## config.mk

```make
export PLATFORM = sky130hd
export DESIGN_NAME = sr_cmd_gen
export DESIGN_NICKNAME = d
export VERILOG_FILES = /design/src/rtl/sr_cmd_gen_pkg.sv /design/src/rtl/sr_cmd_gen_sync_debounce.sv /design/src/rtl/sr_cmd_gen.sv
export SDC_FILE = /design/constraint.sdc
export NUM_CORES = 1
export LEC_CHECK = 0
export CAP_MARGIN = 20
export CORE_AREA = 2 2 46 48
export DETAILED_ROUTE_END_ITERATION = 7
export DIE_AREA = 0 0 48 50
export HOLD_SLACK_MARGIN = 0.1
export PLACE_DENSITY_LB_ADDON = 0.3
export SLEW_MARGIN = 15
export SYNTH_ARGS = -nofsm -noshare
export SYNTH_HDL_FRONTEND = slang
export SYNTH_HIERARCHICAL = 1
export SYNTH_SLANG_ARGS = --single-unit
```

## constraint.sdc

```tcl
create_clock -name clk -period 1.2 [get_ports clk]
set_input_delay 0.24 -clock clk [delete_from_list [all_inputs] [get_ports clk]]
set_output_delay 0.24 -clock clk [all_outputs]
set_load 0.01 [all_outputs]
```

## src/rtl/sr_cmd_gen_pkg.sv

```systemverilog
// Shared types and helpers for the SR latch command generator.
package sr_cmd_pkg;

   // Command FSM states; outputs are decoded directly from this encoding.
   typedef enum logic [1:0] {
      IDLE    = 2'd0,
      PULSE_S = 2'd1,
      PULSE_R = 2'd2,
      GAP     = 2'd3
   } sr_state_t;

   // Bits needed to hold the value n. A zero-width vector is illegal, so
   // a parameter of 0 still gets one bit.
   function automatic int cnt_w(input int n);
      cnt_w = (n < 1) ? 1 : $clog2(n + 1);
   endfunction

endpackage

```

## src/rtl/sr_cmd_gen_sync_debounce.sv

```systemverilog
// Two-flop synchroniser, debounce filter and rising-edge detector for one
// raw push-button input.
module sync_debounce
   import sr_cmd_pkg::*;
#(
   parameter int DB_CYCLES = 4
) (
   input  logic clk,
   input  logic rst_n,
   input  logic din,
   output logic level,
   output logic rise
);

   if (DB_CYCLES < 1) begin : g_bad_db_cycles
      $error("sync_debounce: DB_CYCLES must be >= 1");
   end

   localparam int CW = cnt_w(DB_CYCLES);
   // The counter never reaches DB_CYCLES: the cycle that would take it there
   // flips the level and clears the counter instead.
   localparam logic [CW-1:0] DB_LAST = CW'(DB_CYCLES - 1);

   logic [1:0]    sync_q;
   logic [CW-1:0] cnt_q, cnt_d;
   logic          level_q, level_d;
   logic          level_dly_q;

   // Synchroniser chain: sync_q[1] is the first metastability-safe sample.
   // NOTE: every clocked register uses <= so all flops update from the
   // pre-edge values; blocking = here would collapse the two-flop chain.
   always_ff @(posedge clk or negedge rst_n) begin
      if (!rst_n) begin
         sync_q <= 2'b00;
      end else begin
         sync_q <= {sync_q[0], din};
      end
   end

   // Debounce rule: count consecutive cycles where the input disagrees with
   // the filtered level; flip the level once the disagreement has lasted
   // DB_CYCLES cycles. Any agreement restarts the count.
   // NOTE: the defaults at the top give every path an assignment, so no
   // latch is inferred for cnt_d or level_d.
   always_comb begin
      cnt_d   = '0;
      level_d = level_q;
      if (sync_q[1] != level_q) begin
         if (cnt_q == DB_LAST) begin
            level_d = ~level_q;
         end else begin
            cnt_d = cnt_q + CW'(1);
         end
      end
   end

   // Filtered level, its one-cycle delay for edge detection, and the counter.
   always_ff @(posedge clk or negedge rst_n) begin
      if (!rst_n) begin
         cnt_q       <= '0;
         level_q     <= 1'b0;
         level_dly_q <= 1'b0;
      end else begin
         cnt_q       <= cnt_d;
         level_q     <= level_d;
         level_dly_q <= level_q;
      end
   end

   assign level = level_q;
   // Rise is decoded from registers only, high for one cycle after the level
   // goes from 0 to 1. Falling edges produce nothing.
   assign rise  = level_q & ~level_dly_q;

endmodule

```

## src/rtl/sr_cmd_gen.sv

```systemverilog
// Command stage for a NOR SR latch: cleans two raw buttons into one-deep
// pending requests and serialises them into fixed-width, mutually exclusive
// s/r pulses with a guard gap between commands.
module sr_cmd_gen
   import sr_cmd_pkg::*;
#(
   parameter int DB_CYCLES = 4,
   parameter int PULSE_W   = 2,
   parameter int GAP_W     = 1
) (
   input  logic clk,
   input  logic rst_n,
   input  logic set_btn,
   input  logic reset_btn,
   output logic s,
   output logic r,
   output logic busy,
   output logic conflict
);

   if (PULSE_W < 1) begin : g_bad_pulse_w
      $error("sr_cmd_gen: PULSE_W must be >= 1");
   end
   if (GAP_W < 0) begin : g_bad_gap_w
      $error("sr_cmd_gen: GAP_W must be >= 0");
   end

   // One counter times both the pulse and the gap, so it is sized for the
   // larger of the two.
   localparam int CNT_W = (cnt_w(PULSE_W) > cnt_w(GAP_W)) ? cnt_w(PULSE_W)
                                                          : cnt_w(GAP_W);
   localparam logic [CNT_W-1:0] PW_LAST  = CNT_W'(PULSE_W - 1);
   // With GAP_W == 0 the GAP state is never entered; the value is unused.
   localparam logic [CNT_W-1:0] GAP_LAST = CNT_W'((GAP_W > 0) ? GAP_W - 1 : 0);

   logic set_rise, reset_rise;
   logic set_level_unused, reset_level_unused;

   sr_state_t        state_q, state_d;
   logic [CNT_W-1:0] cnt_q, cnt_d;
   logic             pend_s_q, pend_s_d;
   logic             pend_r_q, pend_r_d;

   sync_debounce #(
      .DB_CYCLES (DB_CYCLES)
   ) u_set_db (
      .clk   (clk),
      .rst_n (rst_n),
      .din   (set_btn),
      .level (set_level_unused),
      .rise  (set_rise)
   );

   sync_debounce #(
      .DB_CYCLES (DB_CYCLES)
   ) u_reset_db (
      .clk   (clk),
      .rst_n (rst_n),
      .din   (reset_btn),
      .level (reset_level_unused),
      .rise  (reset_rise)
   );

   // State register: FSM state, pulse/gap timer and the pending flags.
   always_ff @(posedge clk or negedge rst_n) begin
      if (!rst_n) begin
         state_q  <= IDLE;
         cnt_q    <= '0;
         pend_s_q <= 1'b0;
         pend_r_q <= 1'b0;
      end else begin
         state_q  <= state_d;
         cnt_q    <= cnt_d;
         pend_s_q <= pend_s_d;
         pend_r_q <= pend_r_d;
      end
   end

   // Next state: IDLE consumes every pending request (reset wins and a
   // simultaneous set is dropped); pulses and gaps run for fixed counts.
   // A rise in the same cycle as acceptance is kept as a fresh request.
   always_comb begin
      state_d  = state_q;
      cnt_d    = cnt_q;
      pend_s_d = pend_s_q | set_rise;
      pend_r_d = pend_r_q | reset_rise;
      case (state_q)
         IDLE: begin
            cnt_d = '0;
            if (pend_r_q) begin
               state_d  = PULSE_R;
               pend_r_d = reset_rise;
               pend_s_d = set_rise;
            end else if (pend_s_q) begin
               state_d  = PULSE_S;
               pend_s_d = set_rise;
            end
         end
         PULSE_S, PULSE_R: begin
            if (cnt_q == PW_LAST) begin
               cnt_d   = '0;
               state_d = (GAP_W == 0) ? IDLE : GAP;
            end else begin
               cnt_d = cnt_q + CNT_W'(1);
            end
         end
         GAP: begin
            if (cnt_q == GAP_LAST) begin
               cnt_d   = '0;
               state_d = IDLE;
            end else begin
               cnt_d = cnt_q + CNT_W'(1);
            end
         end
         default: begin
            cnt_d   = '0;
            state_d = IDLE;
         end
      endcase
   end

   // Outputs decoded from registered state only, so s and r are one-hot
   // by construction and carry no path from the buttons.
   always_comb begin
      s        = (state_q == PULSE_S);
      r        = (state_q == PULSE_R);
      busy     = (state_q != IDLE);
      conflict = (state_q == IDLE) & pend_s_q & pend_r_q;
   end

endmodule
```

### Word level (Yosys, flattened, before mapping)

Cells that the tools add are included.

* $add $sub $neg: 3
* equal/unequal tests: 11
* multiplexer cells: 17
* bitwise operators: 10
* reductions and logical operators: 7

Operator list (count)
* 2-bit two-way mux: 6
* 3-bit two-way mux: 4
* 2-bit one-hot mux with 3 select lines: 2
* 3-bit by 1-bit adder with 3-bit output (second input constant): 2
* 3-bit by 2-bit == test with 1-bit output (second input constant): 2
* 1-bit two-way mux: 5
* 1-bit bitwise AND: 4
* 2-bit by 1-bit == test with 1-bit output (second input constant): 2
* 2-bit == test (second input constant): 2
* 2-bit logical NOT: 2
* 2-bit != test (second input constant): 2
* 1-bit inverter: 4
* 2-bit AND reduction: 2
* 3-bit != test (second input constant): 1
* 3-bit AND reduction: 1
* 2-bit by 1-bit adder with 2-bit output (second input constant): 1
* 1-bit != test: 2
* 1-bit OR: 2
* 2-bit nonzero test: 1
* 2-bit OR reduction: 1

* flip-flop bits (word level): 20
* input port bits: 4
* word-level logic and storage cells: 60

### Longest topological paths before layout

Gate-level depths: netlist of the first run.

* word-level depth: 6
* mapped depth: 5
* gate-level depth less buffers: 5

### Cells and area by module

The synthesis of the first run kept the hierarchy.

By module, submodules not included
* sync_debounce: instances 2, cells an instance 15, area an instance 252.7 um^2, seq. area each 175.2 um^2
* sr_cmd_gen: instances 1, cells an instance 35, area an instance 371.6 um^2, seq. area each 150.1 um^2

### Worst setup path before layout of the first run

Ideal clock, no wire load.

* kind: flip-flop to flip-flop
* start: reg state_q[0]
* end: reg state_q[1]
* setup time: 0.121 ns
* arrival time: 1.186 ns
* slack: -0.107 ns
* cell stages (with the launch flop): 6
* buffers on the path: 0
* cell sequence: dfrtp_1 -> inv_1 -> ha_1 -> nand2b_1 -> o211ai_2 -> a32o_2

* longest elaborated chain between the ends: 4

Ends and longest elaborated chain
* start, declared: line sr_cmd_gen.sv:39 `sr_state_t state_q, state_d;`
* start signal, assigned: line sr_cmd_gen.sv:72 `state_q <= state_d;`
* 2-bit by 1-bit == test with 1-bit output or 2-bit == test (tied branches): line sr_cmd_gen.sv:87 `case (state_q)`
* 2-bit OR reduction: line sr_cmd_gen.sv:87
* 2-bit != test (no line)
* 3-bit AND reduction (no line)

Parallel ways exist; a longest one is shown, timed or not.
A chain may end at the register's enable or synchronous reset.

### Worst setup path in the final report of the first run

* start: reg state_q[0]
* end: out conflict

* longest elaborated chain between the ends: 3

Ends and longest elaborated chain
* 2-bit logical NOT: line sr_cmd_gen.sv:128 `conflict = (state_q == IDLE) & pend_s_q & pend_r_q;`
* 1-bit bitwise AND (2 in series): line sr_cmd_gen.sv:128
* end, declared: line sr_cmd_gen.sv:18 `output logic conflict`

No other way between the ends.

==> results of run 1 <==
[repair_timing]
action                                  in CTS  in global routing
gates resized for setup                     25                  9
pin swaps                                    1                  2
cloned                                       0                  0
endpoints found under the setup margin       8                 10
hold endpoints to repair                     0                  0
buffers inserted                             1                  4
[kinds of logic (layout without fill, tap and decap cells)]
kind of cell | count (synthesis) | in the layout | share of synthesized area
simple gates | 17 | 17 | 0.147
fa+ha+maj | 9 | 9 | 0.128
xor+xnor | 2 | 2 | 0.0200
buf+inv | 6 | 32 | 0.0257
mux | 2 | 2 | 0.0257
flops | 20 | 20 | 0.571
compound gates | 9 | 9 | 0.0827
[metrics by stage]
step	util	area (um2)	setup TNS (ns)	hold WS (ns)
floorplan	-	897	0	-0.0556
global placement	0.570	1080	-1.07	0.333
detailed placement	0.570	1080	-1.22	0.339
CTS	0.604	1150	-0.883	0.264
global route	0.636	1210	-1.25	0.297
finish	0.636	1210	-0.788	0.272
[routing by layer]
metal,vias up,part of all wire,GRT usage
met2,9,0.54,0.227
met1,266,0.44,0.160
li1,275,-,-
met5,-,0,0
met3,0,0.022,0.0440
met4,0,0,0.0405
[registers in the layout, indices dropped and copies added (netlist names)]
signal / cells
pend_s_q: 1
u_reset_db/cnt_q: 3
u_reset_db/level_dly_q: 1
state_q: 2
u_set_db/level: 1
u_set_db/cnt_q: 3
u_reset_db/sync_q: 2
u_set_db/level_dly_q: 1
cnt_q: 2
pend_r_q: 1
u_set_db/sync_q: 2
u_reset_db/level: 1
[where the power goes]
part	internal [uW]	switching, uW	total (uW)	leakage [uW]
sequential	909	135	1040	0.000247
combinational	1040	777	1810	0.000296
clock	117	182	299	0.0000138
[cell usage in the layout (no fill, tap or decap), drive strengths merged]
cell type	synthesis	routed
inv	6	6
o211ai	1	1
dfrtp	20	20
nand2b	2	2
nor3	2	2
a32oi	1	1
clkdlybuf4s50	0	3
nor3b	4	4
clkbuf	0	3
and2	1	1
buf	0	20
a21o	2	2
o21ai	3	3
mux2	2	2
nand2	2	2
a32o	1	1
a22oi	1	1
nor2	1	1
nor2b	4	4
ha	9	9
and3	1	1
xnor2	2	2
[worst paths after layout]
path | from | cells after the start | endpoint
worst max-delay path | state_q[0] | 4 | conflict
min in group clk | u_reset_db/sync_q[0] | 0 | u_reset_db/sync_q[1]
worst max register to register | state_q[1] | 6 | cnt_q[0]
max in group asynchronous | rst_n | 2 | u_set_db/cnt_q[1]
worst min-delay path | rst_n | 2 | u_set_db/level_dly_q
worst min register to register | u_reset_db/sync_q[0] | 0 | u_reset_db/sync_q[1]
[worst reg2reg max path: stages, from the launching register on]
cell and delay, ns:
dfrtp_1 0.40, buf_4 0.16, ha_4 0.17, buf_4 0.13, nand2_1 0.04, o21ai_0 0.07
and2_2 0.19
[cell type report]
cell class	instances	area [um2]	share of cell area
repair buffers	23	193	0.159
inverters	6	22.5	0.0186
clock buffers	3	22.5	0.0186
flip-flops and latches	20	500	0.414
well taps	27	33.8	0.0280
multi-input cells	39	437	0.361
==> impl_metrics.ini, run 1 <==
[synth]
ys_seq_elements = 20
async_reset_ff_frac = 1.00
yosysUniqueCellTypes = 22
synth_edf_count = 0
synth_area_um2 = 877
synth_top_cell_area_share = 0.571
avgSynthCellArea_um2 = 13.5
ys_warn_count = 6
ys_seq_area_frac = 0.571
synth_ff_type = dfrtp_1
synth_common_cells = dfrtp_1 (20), ha_1 (9), inv_1 (5)
syn_nets = 78
synthTopCellsByArea = dfrtp_1 (57%), ha_1 (13%), nor2b_4 (3.1%)
syn_inst = 65
yosysMostFrequentCell = dfrtp_1
synth_largest_area_cell = dfrtp_1

[placed_design]
gp_congestion = 0.787
place_ws_ns = -0.309
portBuffers = 7
dp.cells = 110
place_hpwl_um = 1060

[routing]
viasPerCell = 4.66
ant_nets = 0
drc = 0
drt-initial-drc-count = 2
vias = 550
wl_per_cell_um = 12.1
wl_um = 1420
firstDrtPassIters = 2

[finish]
syn2layout_area_growth_pct = 37.8
drive_gt1_frac = 0.527
diodes = 0
fill_cells = 159
instances_no_fill = 118
layout.nets = 106

[timing]
fin_skew_ns = 0.00145
maxSlewViolCount = 0
layout_setup_ws_ns = -0.217
slew_headroom = 0.797
fin_crit_ns = 1.42
final-setup-viol-count = 6
fmax_mhz = 706
min_period_over_period = 1.18
rsz0062_at_grt = true
final_hold_viol_count = 0
tightest_slew_ns = 0.302

[global_routing]
grt_pass1_vias = 567
overflow = 0
grt_max_degree = 21
grt_usage = 0.136
grt_pass1_wl_um = 2260
antenna_found_initial = 0

[worst_setup_path]
setup.worst_path.start_class = register
cp_cell_sequence = inv_2 -> ha_4 -> and3_4 -> buf_6
cp.required_ns = 0.96
critPathMaxStageDelay_ns = 0.40
crit_buf_inv = 2
worstSetupPathType = register to primary output
endpoint_kind = primary output
slowest_stage = dfrtp_1
r2r_slack_ns = -0.06
critical-path-top-delay-family = flip-flops
path_max_fanout = 3
crit_arrival_ns = 1.18

[clock_network]
holdBufCountCts = 0
htreeDepth = 1
clk_pin_slew_ns = 0.10
numClockSinks = 20
cts_buffer_depth = 2
cts_buffers = 3
clock_latency_ns = 0.29
cts_tree = done
cts_root_buf = clkbuf_4

[power]
peakVddDrop_mv = 1.27
p_leak_uw = 0.000557
total_power_uw = 3160
cellPowerDensity_mw_per_mm2 = 2610

[die]
boundaryPins = 8
die_h_um = 50
dieArea_mm2 = 0.00240
die_x_um = 48
core.rowCount = 16
core_mm2 = 0.00190
initial_core_util = 0.461

[run_status]
violations = negative setup slack
outcome = complete, but fails checks

[flow_run]
cap_violations = 0

[hold_path]
min_path_type = input port to asynchronous set/reset pin
(Power assumes the default switching activity.)
==> run 2: changes to the inputs <==
CORE_AREA = 2 2 45 47   (was 2 2 46 48)
DIE_AREA = 0 0 47 49   (was 0 0 48 50)
clock period = 1.41 ns   (was 1.2 ns; I/O delays follow)
==> run 2 against run 1 <==
Against the previous run:
- cell count down 2.5%
- sequential share of layout area grew 1.1 points
- the flow still finishes with violations (negative setup slack)
- count of clock-buffer cells in the layout unchanged
- highest routed layer is now met4
- largest power group unchanged
- sequential power decreased by 14%
- sequential cell count unchanged
==> impl_metrics.ini, run 2 (synthesis gave the netlist of run 1 again) <==
[run_status]
outcome = complete, but fails checks
violations = negative setup slack

[clock_network]
cts_buffers = 3
numClockSinks = 20
cts_tree = done
cts_buffer_depth = 2
cts_root_buf = clkbuf_4
htreeDepth = 1
clk_pin_slew_ns = 0.11
clock_latency_ns = 0.29

[placed_design]
place_hpwl_um = 927
portBuffers = 7
placed_area_mm2 = 0.00106
dp.cells = 109
gp_congestion = 0.789

[timing]
tightest_slew_ns = 0.329
final_hold_viol_count = 0
rsz0062_at_grt = true
slew_headroom = 0.779
final-setup-viol-count = 2
fin_crit_ns = 1.48
fin_skew_ns = 0.00230
fmax_mhz = 675
layout_setup_ws_ns = -0.0714
min_period_over_period = 1.05
maxSlewViolCount = 0

[die]
die_x_um = 47
dieArea_mm2 = 0.00230
boundaryPins = 8
initial_core_util = 0.476
die_h_um = 49
core.rowCount = 16
core_mm2 = 0.00184

[worst_setup_path]
r2r_slack_ns = 0.05
critPathMaxStageDelay_ns = 0.41
path_max_fanout = 2
reg2regPathDepth = 7
r2r-end = state_q[1]
worstSetupPathType = register to primary output
cp_cell_sequence = inv_2 -> ha_4 -> and3_4 -> buf_6
setup.worst_path.start_class = register
critPathLaunch = state_q[0]
endpoint_kind = primary output
crit_arrival_ns = 1.20
cp.required_ns = 1.13
r2r-start = state_q[0]
slowest_stage = dfrtp_1

[finish]
stdcell_area_mm2 = 0.00118
diodes = 0
seqCellArea_um2 = 500
final_common_cell = dfrtp_1
syn2layout_area_growth_pct = 34.4
drive_gt1_frac = 0.455
multi_input_area_um2 = 400
final_cell_mix = dfrtp_1 (20), buf_4 (11), ha_1 (5), buf_6 (5)
fill_cells = 140
layout.nets = 102
reg_top3 = u_reset_db/cnt_q x3, u_set_db/cnt_q x3
instances_no_fill = 115

[global_routing]
antenna_found_initial = 0
grt_max_degree = 21
overflow = 0
grt_pass1_vias = 576
grt_pass1_wl_um = 2400
grt_usage = 0.145

[routing]
vias = 540
wl_um = 1280
drt-initial-drc-count = 3
ant_nets = 0
firstDrtPassIters = 4
drc = 0
viasPerCell = 4.70
wl_per_cell_um = 11.1

[power]
p_leak_uw = 0.000543
cellPowerDensity_mw_per_mm2 = 2250
peakVddDrop_mv = 1.17

[hold_path]
min_path_type = input port to asynchronous set/reset pin

[flow_run]
cap_violations = 0
-- run 2: per-stage QoR --
step	TNS, ns	setup WS (ns)	power [uW]	util	hold WS, ns
finish	-0.116	-0.0714	2650	0.640	0.309
global route	-0.292	-0.117	2870	0.640	0.317
CTS	-0.175	-0.0690	2590	0.623	0.305
detailed placement	-0.471	-0.163	2020	0.573	0.341
global placement	-0.357	-0.135	1970	0.573	0.335
floorplan	0	0.103	1570	-	-0.0136
-- run 2: worst max-delay path by stage --
stage	to	slack (ns)	cells past startpoint
2_1_floorplan	state_q[1]	0.10	5
3_3_place_gp	conflict	-0.13	4
3_5_place_dp	busy	-0.16	5
4_1_cts	conflict	-0.07	4
5_1_grt	conflict	-0.12	4
6_report	conflict	-0.07	4
-- run 2: final cells by class --
type	instances	area share
clock buffers	3	0.0191
clock inverters	1	0.0255
multi-input cells	39	0.340
flip-flops and latches	20	0.425
well taps	27	0.0287
inverters	6	0.0191
repair buffers	19	0.143
-- run 2: critical path: cells and delay by family, from the launching register on --
kind,cells,cell delay [ns]
DFF,1,0.41
buffers and inverters,2,0.18
and+or+nand+nor,1,0.18
adders and majority gates,1,0.14
-- run 2: per-layer routing --
metal,GRT usage,routed length (um),vias to the layer above,part of all wire
met4,0.0833,27,0,0.021
met1,0.188,559,258,0.44
met3,0.0222,35,4,0.027
li1,-,-,265,-
met2,0.224,659,13,0.51
met5,0,0,-,0
-- run 2: what timing repair did --
item	CTS	global route
hold buffers	0	0
endpoints found under the setup margin	5	5
pin swaps	1	1
gates resized for setup	27	6
setup buffers	1	1
-- run 2: report_power, final --
group	switching (uW)	internal, uW	total, uW
Clock	164	287	451
Sequential	119	773	892
Combinational	562	747	1310
